$ cat config.mk
export PLATFORM = sky130hd
export DESIGN_NAME = dec38_hold
export DESIGN_NICKNAME = d
export VERILOG_FILES = /design/src/rtl/dec38_pkg.sv /design/src/rtl/dec38.sv /design/src/rtl/dec38_hold.sv
export SDC_FILE = /design/constraint.sdc
export NUM_CORES = 1
export LEC_CHECK = 0
export CELL_PAD_IN_SITES_DETAIL_PLACEMENT = 0
export CELL_PAD_IN_SITES_GLOBAL_PLACEMENT = 1
export CORE_MARGIN = 8
export CORE_UTILIZATION = 48
export DETAILED_ROUTE_END_ITERATION = 8
export GPL_ROUTABILITY_DRIVEN = 0
export GPL_TIMING_DRIVEN = 0
export PLACE_DENSITY_LB_ADDON = 0.1
export SLEW_MARGIN = 20
export SYNTH_ARGS = -nofsm -noshare
export SYNTH_HDL_FRONTEND = slang
export SYNTH_HIERARCHICAL = 1
export SYNTH_SLANG_ARGS = --single-unit
export TNS_END_PERCENT = 10
$ cat constraint.sdc
create_clock -name i_clk -period 4.3 [get_ports i_clk]
set_input_delay 1.29 -clock i_clk [delete_from_list [all_inputs] [get_ports i_clk]]
set_output_delay 1.29 -clock i_clk [all_outputs]
set_load 0.01 [all_outputs]
$ cat src/rtl/dec38_pkg.sv
// Shared types and helpers for the 3-to-8 decode / LED hold path.
package dec38_pkg;

  localparam int unsigned NUM_LINES = 8;
  localparam int unsigned IDX_W     = 3;

  typedef logic [IDX_W-1:0]     idx_t;
  typedef logic [NUM_LINES-1:0] onehot_t;

  // Per-line counter action chosen each cycle.
  typedef enum logic [1:0] {
    CNT_KEEP = 2'd0,
    CNT_LOAD = 2'd1,
    CNT_DEC  = 2'd2,
    CNT_ZERO = 2'd3
  } cnt_op_e;

  // Priority: clear, then reload on hit, then countdown (non-sticky only), else keep.
  function automatic cnt_op_e sel_cnt_op(
    input logic clr,
    input logic load,
    input logic sticky,
    input logic nonzero
  );
    cnt_op_e op;
    op = CNT_KEEP;
    if (clr) begin
      op = CNT_ZERO;
    end else if (load) begin
      op = CNT_LOAD;
    end else if (!sticky && nonzero) begin
      op = CNT_DEC;
    end
    return op;
  endfunction

endpackage

$ cat src/rtl/dec38.sv
// Combinational 3-to-8 decoder with enable; yields per-line load strobes.
module dec38
  import dec38_pkg::*;
(
  input  logic                 i_en,
  input  logic [IDX_W-1:0]     i_x,
  output logic [NUM_LINES-1:0] o_onehot
);

  // One-hot decode of the index, all zero when disabled.
  always_comb begin
    o_onehot = '0;
    if (i_en) begin
      o_onehot[i_x] = 1'b1;
    end
  end

endmodule

$ cat src/rtl/dec38_hold.sv
// Decodes strobed {idc, y} codes onto an 8-line LED bank with per-line
// retriggerable hold timers, and keeps the last accepted index for the
// seven-segment path as {last_vld, last_y}.
module dec38_hold
  import dec38_pkg::*;
#(
  parameter int unsigned HOLD_CYCLES = 5_000_000,
  parameter bit          STICKY      = 1'b0,
  parameter int unsigned CNT_W       = $clog2(HOLD_CYCLES + 1)
)(
  input  logic                 i_clk,
  input  logic                 i_rst,
  input  logic                 i_strobe,
  input  logic                 i_en,
  input  logic                 i_idc,
  input  logic [IDX_W-1:0]     i_y,
  input  logic                 i_clr,
  output logic [NUM_LINES-1:0] o_led,
  output logic                 o_active,
  output logic [IDX_W-1:0]     o_last_y,
  output logic                 o_last_vld
);

  localparam logic [CNT_W-1:0] HOLD_VAL = CNT_W'(HOLD_CYCLES);

  logic    w_acc;
  onehot_t w_load;
  onehot_t w_led_nxt;

  onehot_t r_led;
  logic    r_active;
  idx_t    r_last_y;
  logic    r_last_vld;

  // clr suppresses acceptance so a colliding strobe is dropped outright.
  assign w_acc = i_strobe & i_en & i_idc & ~i_clr;

  dec38 u_dec (
    .i_en     (w_acc),
    .i_x      (i_y),
    .o_onehot (w_load)
  );

  for (genvar g = 0; g < NUM_LINES; g++) begin : g_line
    logic [CNT_W-1:0] r_cnt;
    logic [CNT_W-1:0] w_cnt_nxt;
    cnt_op_e          w_op;

    // Next counter value: reload saturates at HOLD_VAL, countdown stops at zero.
    always_comb begin
      w_op      = sel_cnt_op(i_clr, w_load[g], 1'(STICKY), |r_cnt);
      w_cnt_nxt = r_cnt;
      unique case (w_op)
        CNT_ZERO: w_cnt_nxt = '0;
        CNT_LOAD: w_cnt_nxt = HOLD_VAL;
        CNT_DEC:  w_cnt_nxt = r_cnt - CNT_W'(1);
        CNT_KEEP: w_cnt_nxt = r_cnt;
        default:  w_cnt_nxt = r_cnt;
      endcase
    end

    // Per-line hold counter.
    always_ff @(posedge i_clk) begin
      if (i_rst) begin
        r_cnt <= '0;
      end else begin
        r_cnt <= w_cnt_nxt;
      end
    end

    // LED state derives from the next count so the line rises on the accept edge.
    assign w_led_nxt[g] = |w_cnt_nxt;
  end

  // LED bank and summary bit registers.
  always_ff @(posedge i_clk) begin
    if (i_rst) begin
      r_led    <= '0;
      r_active <= 1'b0;
    end else begin
      r_led    <= w_led_nxt;
      r_active <= |w_led_nxt;
    end
  end

  // Last accepted index; clr invalidates it but keeps the value.
  always_ff @(posedge i_clk) begin
    if (i_rst) begin
      r_last_y   <= '0;
      r_last_vld <= 1'b0;
    end else if (i_clr) begin
      r_last_vld <= 1'b0;
    end else if (w_acc) begin
      r_last_y   <= i_y;
      r_last_vld <= 1'b1;
    end
  end

  assign o_led      = r_led;
  assign o_active   = r_active;
  assign o_last_y   = r_last_y;
  assign o_last_vld = r_last_vld;

endmodule

# Yosys cells after proc, flatten, opt, wreduce, memory -nomap -nowiden
# Cells that the tools add are included.
# op_classes
add_sub_neg	8
magnitude_cmp	2
n_eq_ne	24
mux	35
n_bitwise	4
reduce_logical	28
# ops
cell	count
23-bit one-hot mux with 4 select lines	8
23-bit OR reduction	16
184-bit OR reduction	1
23-bit by 1-bit subtractor with 23-bit output, second input constant	8
2-bit two-way mux	24
2-bit == test, second input constant	16
2-bit by 1-bit == test with 1-bit output, second input constant	8
2-bit zero test	8
8-bit two-way mux	1
3-bit by 4-bit < comparator with 1-bit output, second input constant	1
1-bit AND	3
1-bit demux with 3-bit select	1
3-bit by 1-bit >= comparator with 1-bit output, second input constant	1
2-bit AND reduction	1
2-bit OR reduction	1
1-bit logical AND	1
1-bit two-way mux	1
1-bit inverter	1
# totals
regBits	197
output_inout_bits	13
wordCells	113

# Depth between registers and ports, before layout
# Gate-level depths: netlist of the first run.
# logic_depth
word_depth	10
mapped_depth	15

# By module
# Netlist of the first run, hierarchy kept.
# modules_own_cells
mod	instances	cells_per_inst	area_each_um2
dec38_hold	1	1327	10571.4
dec38	1	8	96.3

# Least setup slack after synthesis of the first run
# OpenSTA, ideal clock, no wires.
# synth_timing
path_type	input port to flip-flop
from	input i_clr
to	register r_active, in the netlist o_active
t_arrival_ns	3.610
required_time_ns	4.162
slack_ns	0.552
stages	12
n_path_buf	2
path_cell_list	clkbuf_1 > inv_1 > nand4_1 > inv_1 > and4b_2 > clkbuf_1 > nor2_1 > a21boi_0 > a2111o_1 > nor4_2 > a41o_1 > a41oi_1
# synth_via
elab_chain_len	8
# synth_rtl
element	line_no	rtl
start: declaration	dec38_hold.sv:17	input logic i_clr,
1-bit inverter (no line) *	--	
1-bit AND *	dec38_hold.sv:36	assign w_acc = i_strobe & i_en & i_idc & ~i_clr;
net w_acc	dec38_hold.sv:26	logic w_acc;
8-bit two-way mux *	dec38.sv:13	if (i_en) begin
net w_load[6]	dec38_hold.sv:27	onehot_t w_load;
2-bit two-way mux *	dec38_pkg.sv:29	end else if (load) begin
2-bit two-way mux *	dec38_pkg.sv:27	if (clr) begin
2-bit == test (tied with other cells)	dec38_hold.sv:53	unique case (w_op)
23-bit one-hot mux with 4 select lines *	dec38_hold.sv:53	
184-bit OR reduction *	dec38_hold.sv:82	r_active <= |w_led_nxt;
end signal: assignment	dec38_hold.sv:82	
end: declaration	dec38_hold.sv:31	logic r_active;
# Mark *: on every way through the listed nets, which the timed path passes. The rest lies on a longest branch.
# A chain may end at the register's enable or synchronous reset.

# Worst setup path in the final report of the first run
# Same ends and word-level chain as after synthesis.

==> results of run 1 <==
layer usage:
layer,global-route usage (%),wire length [um],vias to the layer above
li1,-,-,4924
met1,29.60,14050,4623
met2,32.28,12330,232
met3,3.471,1185,36
met4,6.388,499,0
met5,0,0,-
final cells by class:
class | count | area share (%)
plain buffers | 51 | 1.693
clock buffers | 22 | 3.926
clock inverters | 10 | 0.8255
inverters | 31 | 1.016
multi-input cells | 1055 | 54.42
flip-flops and latches | 197 | 33.36
well taps | 280 | 2.963
repair buffers | 22 | 1.799
cells in the mapped netlist (8+ instances only):
library cell / instances / area share [%]
nand2_1: 89 / 3.1
o31ai_1: 8 / 0.56
a211oi_1: 17 / 1.2
and3_1: 10 / 0.59
or3_1: 33 / 1.9
nor2b_1: 16 / 0.94
o21ai_0: 25 / 1.2
a211o_1: 8 / 0.66
nand3_1: 34 / 1.6
nor4_1: 58 / 3.4
nor2_1: 241 / 8.5
or2_2: 13 / 0.76
nand2b_1: 12 / 0.70
o31a_1: 10 / 0.82
dfxtp_1: 197 / 37
a31oi_1: 13 / 0.76
nor3_1: 75 / 3.5
a21oi_1: 77 / 3.6
nand4_1: 25 / 1.5
and2_1: 8 / 0.47
inv_1: 31 / 1.1
clkbuf_1: 47 / 1.7
ha_1: 11 / 1.3
xnor2_1: 72 / 5.9
xor2_1: 42 / 3.4
or4_1: 27 / 1.9
nor3b_1: 10 / 0.70
through the flow:
step                TNS [ps]  std cells  setup slack, ps
finish                     0       1668            233.8
global route               0       1668            51.34
CTS                        0       1667            6.771
detailed placement    -20630       1634            -1073
global placement      -21540       1634            -1103
floorplan                  0       1335            552.2
flip-flops by register name, indices dropped and copies added (netlist names):
signal / count
o_last_y: 3
g_line.r_cnt: 184
o_last_vld: 1
o_led: 8
o_active: 1
worst min-delay path, cell delays in order (launching register included):
cell,delay [ps]
dfxtp_1,340
nand2_1,60
a21oi_1,50
cells in the final DEF (no fill, tap or decap), types with 17 or more instances in the layout:
cell type / instances
dfxtp_1: 197
xor2_1: 42
inv_1: 30
clkdlybuf4s50_1: 19
a21oi_1: 77
o21ai_0: 25
nand4_1: 25
xnor2_1: 72
nor3_1: 75
nor4_1: 56
a211oi_1: 17
clkbuf_1: 48
clkbuf_16: 17
nand2_1: 89
nand3_1: 34
or4_1: 27
nor2_1: 241
or3_1: 33
worst min-delay path by stage:
stage                              startpoint                              to  slack (ps)  cells after the start
5_1_grt        g_line[2].r_cnt[13]$_SDFF_PP0_  g_line[2].r_cnt[13]$_SDFF_PP0_         530                      2
4_1_cts        g_line[2].r_cnt[13]$_SDFF_PP0_  g_line[2].r_cnt[13]$_SDFF_PP0_         500                      2
2_1_floorplan  g_line[7].r_cnt[16]$_SDFF_PP0_  g_line[7].r_cnt[16]$_SDFF_PP0_         450                      2
3_5_place_dp   g_line[2].r_cnt[13]$_SDFF_PP0_  g_line[2].r_cnt[13]$_SDFF_PP0_         490                      2
6_report       g_line[2].r_cnt[13]$_SDFF_PP0_  g_line[2].r_cnt[13]$_SDFF_PP0_         490                      2
3_3_place_gp   g_line[2].r_cnt[13]$_SDFF_PP0_  g_line[2].r_cnt[13]$_SDFF_PP0_         480                      2
timing repair:
item | CTS | global route
gates resized for setup | 4 | 4
endpoints found under the setup margin | 5 | 1
setup buffers | 1 | 2
pin swaps | 0 | 2
cells by family after synthesis:
logic type	count (synthesis)
compound gates	213
xor+xnor	114
fa+ha+maj	11
buf+inv	83
flops	197
mux	9
simple gates	708
==> reports/results.ini, run 1 <==
[outcome]
status = complete, no violations

[clocking]
path_clk_slew_ps = 70
cts_tree = yes
numClockSinks = 197
htreeDepth = 4
clock_path_buffers = 2
root_buffer = clkbuf_16
cts_buffers = 17
cts_hold_buffers = 0
clkLatencyLatePin_ps = 430

[yosys]
synth_xor_area_share_pct = 9.360
synth_cells = 1335
postSynthAreaPerCell_um2 = 7.991
synth_enable_flop_cells = 0
synth-simple-area-share_pct = 35.33
synth_fa_ha_area_share_pct = 1.290
async_flop_share_pct = 0
seq_area_frac_synth_pct = 36.97
synth_compound_area_share_pct = 13.21
syn-num-nets = 1355
synth_top_family_by_area = simple AND/OR/NAND/NOR gates
yosys_register_bits = 197
yosys_warnings = 6
yosysUniqueCellTypes = 70
netlist_area_mm2 = 0.01067
synth_mux_area_share_pct = 0.8797
ys.flop_type = dfxtp_1

[setup_path]
slowest_delay_ps = 350
cp_slowest_cell = a2111oi_2
r2r_slack_ps = 480
r2r-start = g_line[1].r_cnt[0]$_SDFF_PP0_
path_cells = clkbuf_4 -> clkinvlp_4 -> nand4_1 -> inv_1 -> and4bb_2 -> clkbuf_1 -> inv_1 -> nand3_1 -> a2111oi_2 -> a41oi_1 -> nor4_2 -> buf_4 -> and4_1 -> a41oi_1
crit_path_end = o_active$_SDFF_PP0_
worstSetupStartpoint = i_clr
rr_endpoint = o_active$_SDFF_PP0_
cp.arrival_ps = 4350
cp_num_cells = 14
start_kind = primary input
reg2reg_depth = 12
cp-end-kind = register
critical_path.top_delay_family = buffers and inverters
path_max_fanout = 12
worstPathRequired_ps = 4580
crit_buf_inv = 6
critPathKind = in2reg

[final_layout]
multi_input_area_mm2 = 0.006434
area_growth_syn_to_layout_pct = 10.83
seqCellArea_mm2 = 0.003944
post-route-util_pct = 54.17
drive_above_1_share_pct = 6.340
final_area_mm2 = 0.01182
layout.nets = 1395
insertedDiodeCount = 0
fillers = 2115

[timing]
setup_viol = 0
holdWs_ps = 492.8
finalCritPeriodShare_pct = 94.56
worst_slew_pin_slew_ps = 908.4
finalCriticalPeriod_ps = 4066
rsz0062_at_grt = false
slew_headroom_pct = 39.22
fmax_mhz = 245.9
slew_viol_final = 0
timing.final.hold_violations = 0
finClkSkew_ps = 11.54

[floorplanning]
io_pins = 22
coreArea_mm2 = 0.02182
fp.dieH_um = 165.1
rows = 54
die_area_mm2 = 0.02725
die_x_um = 165.1
start_util_pct = 48.88

[grt]
overflow = 0
grt_first_pass_wirelength_um = 46500
grt_max_degree = 17
grt_use_total_pct = 21.00
antenna_found_initial = 0
grt_pass1_vias = 9113

[detailed_routing]
via_per_inst = 5.884
first_iter_violations = 595
antenna_left = 0
drt-total-wl_um = 28060
wire_per_inst_um = 16.82
vias = 9815
firstDrtPassIters = 5
drc = 0

[placed_design]
dp_hpwl_um = 20650
place_area_mm2 = 0.01121
port_buffers = 19

[job]
max_cap_viol_count = 0

[hold_path]
hold_class = reg2reg

Power of run 1 is left out: the tool's default activity adds up to more than one toggle a clock period on the data nets, which glitch-free logic cannot reach.
==> inputs of run 2 (changes only) <==
Settings changed: CORE_UTILIZATION 48 to 40, REMOVE_ABC_BUFFERS set to 1.
==> reports/results.ini, run 2 (synthesized netlist as in run 1, its figures left out) <==
[timing]
worst_slew_pin_slew_ps = 864.9  ; -43.47 ps
finClkSkew_ps = 12.98  ; +1.438 ps
finalCritPeriodShare_pct = 94.60  ; about the same
setup_viol = 0  ; unchanged
slew_headroom_pct = 42.34  ; +3.1 points
holdWs_ps = 478.9  ; -13.91 ps
finalCriticalPeriod_ps = 4068  ; +1.470 ps
fmax_mhz = 245.8  ; about the same
rsz0062_at_grt = false
fin_ws_ps = 232.4  ; -1.470 ps
slew_viol_final = 0  ; unchanged
timing.final.hold_violations = 0  ; unchanged

[placed_design]
place_area_mm2 = 0.01113  ; -0.74%
place_worst_setup_slack_ps = -1239  ; -166.1 ps
dp_hpwl_um = 19850  ; -3.9%
port_buffers = 21  ; +2

[clocking]
numClockSinks = 197  ; unchanged
clkLatencyLatePin_ps = 440  ; about the same
clock_path_buffers = 2  ; unchanged
root_buffer = clkbuf_16
cts_hold_buffers = 0  ; unchanged
cts_tree = yes
htreeDepth = 4  ; unchanged
cts_buffers = 17  ; unchanged
path_clk_slew_ps = 70  ; about the same

[setup_path]
cp.arrival_ps = 4350  ; about the same
worstPathRequired_ps = 4580  ; about the same
start_kind = primary input
path_max_fanout = 28  ; +16
cp-end-kind = register
critPathKind = in2reg

[hold_path]
hold_class = reg2reg

[detailed_routing]
via_per_inst = 5.704  ; -3.1%
firstDrtPassIters = 7  ; +2
drt-total-wl_um = 28220  ; +0.55%
antenna_left = 0  ; unchanged
drc = 0  ; unchanged
vias = 9548  ; -2.7%
wire_per_inst_um = 16.86  ; +0.18%
first_iter_violations = 684  ; +15%

[floorplanning]
die_area_mm2 = 0.03215  ; +18%
start_util_pct = 40.82  ; -8.1 points
io_pins = 22  ; unchanged
rows = 59  ; +9.3%
die_x_um = 179.3  ; +8.6%
fp.dieH_um = 179.3  ; +8.6%
coreArea_mm2 = 0.02613  ; +20%

[job]
max_cap_viol_count = 0  ; unchanged

[grt]
grt_use_total_pct = 18.01  ; -3.0 points
antenna_found_initial = 0  ; unchanged
grt_pass1_vias = 9095  ; -0.20%
overflow = 0  ; unchanged
grt_first_pass_wirelength_um = 47060  ; +1.2%
grt_max_degree = 60  ; +43

[outcome]
status = complete, no violations

[final_layout]
registers.top_by_ff_count = g_line.r_cnt
insertedDiodeCount = 0  ; unchanged
final_common_cell = nor2_1
drive_above_1_share_pct = 6.647  ; +0.31 points
largest_reg_flops = 184  ; unchanged
area_growth_syn_to_layout_pct = 10.12
mostFrequentLayoutCells = 240 x nor2_1, 197 x dfxtp_1, 89 x nand2_1
final_area_mm2 = 0.01175  ; -0.64%
layout.nets = 1346  ; -3.5%

## run 2: what timing repair did
item,CTS,global route
resized for setup,4,2
endpoints found under the setup margin,3,1
buffers inserted,1,0
## run 2: layout make-up
cell class	count	area [um^2]
multi-input combinational	1055	6449
fill	2665	14390
clock buffer	18	439.2
clock inverter	14	143.9
timing repair buffer	24	232.7
tap	335	419.2
sequential	197	3944
inverter	31	120.1
## run 2: path summary, 6_finish.rpt
kind / slack, ps / from / end / cells after the start
setup / recovery: 230 / i_clr / o_active$_SDFF_PP0_ / 11
hold / removal: 480 / o_last_vld$_SDFFE_PP0P_ / o_last_vld$_SDFFE_PP0P_ / 1
setup reg to reg: 490 / g_line[3].r_cnt[19]$_SDFF_PP0_ / o_active$_SDFF_PP0_ / 9
hold reg to reg: 480 / o_last_vld$_SDFFE_PP0P_ / o_last_vld$_SDFFE_PP0P_ / 1
## run 2: critical path, stage by stage
cell and delay [ps]:
buf_6 270, clkinvlp_4 210, nand4_1 220, inv_1 250
and4bb_2 400, a21oi_1 160, o31ai_1 100, or4_1 550
nor4_4 450, a41o_1 300, a41oi_1 120
## run 2: per-layer routing
layer	vias up	global-route usage [%]	wire, um
met5	-	0	0
met4	0	3.263	154
met3	8	3.012	1016
met2	170	28.72	12720
met1	4543	25.39	14330
li1	4827	-	-
## run 2: metrics by stage
step	util, %	TNS [ps]	cells
6_report	44.95	0	1674
5_1_grt	44.95	0	1674
4_1_cts	44.92	0	1674
3_5_place_dp	42.57	-7206	1641
3_3_place_gp	42.46	-172940	1639
2_1_floorplan	-	0	1283
Power of run 2 is left out for the same reason.
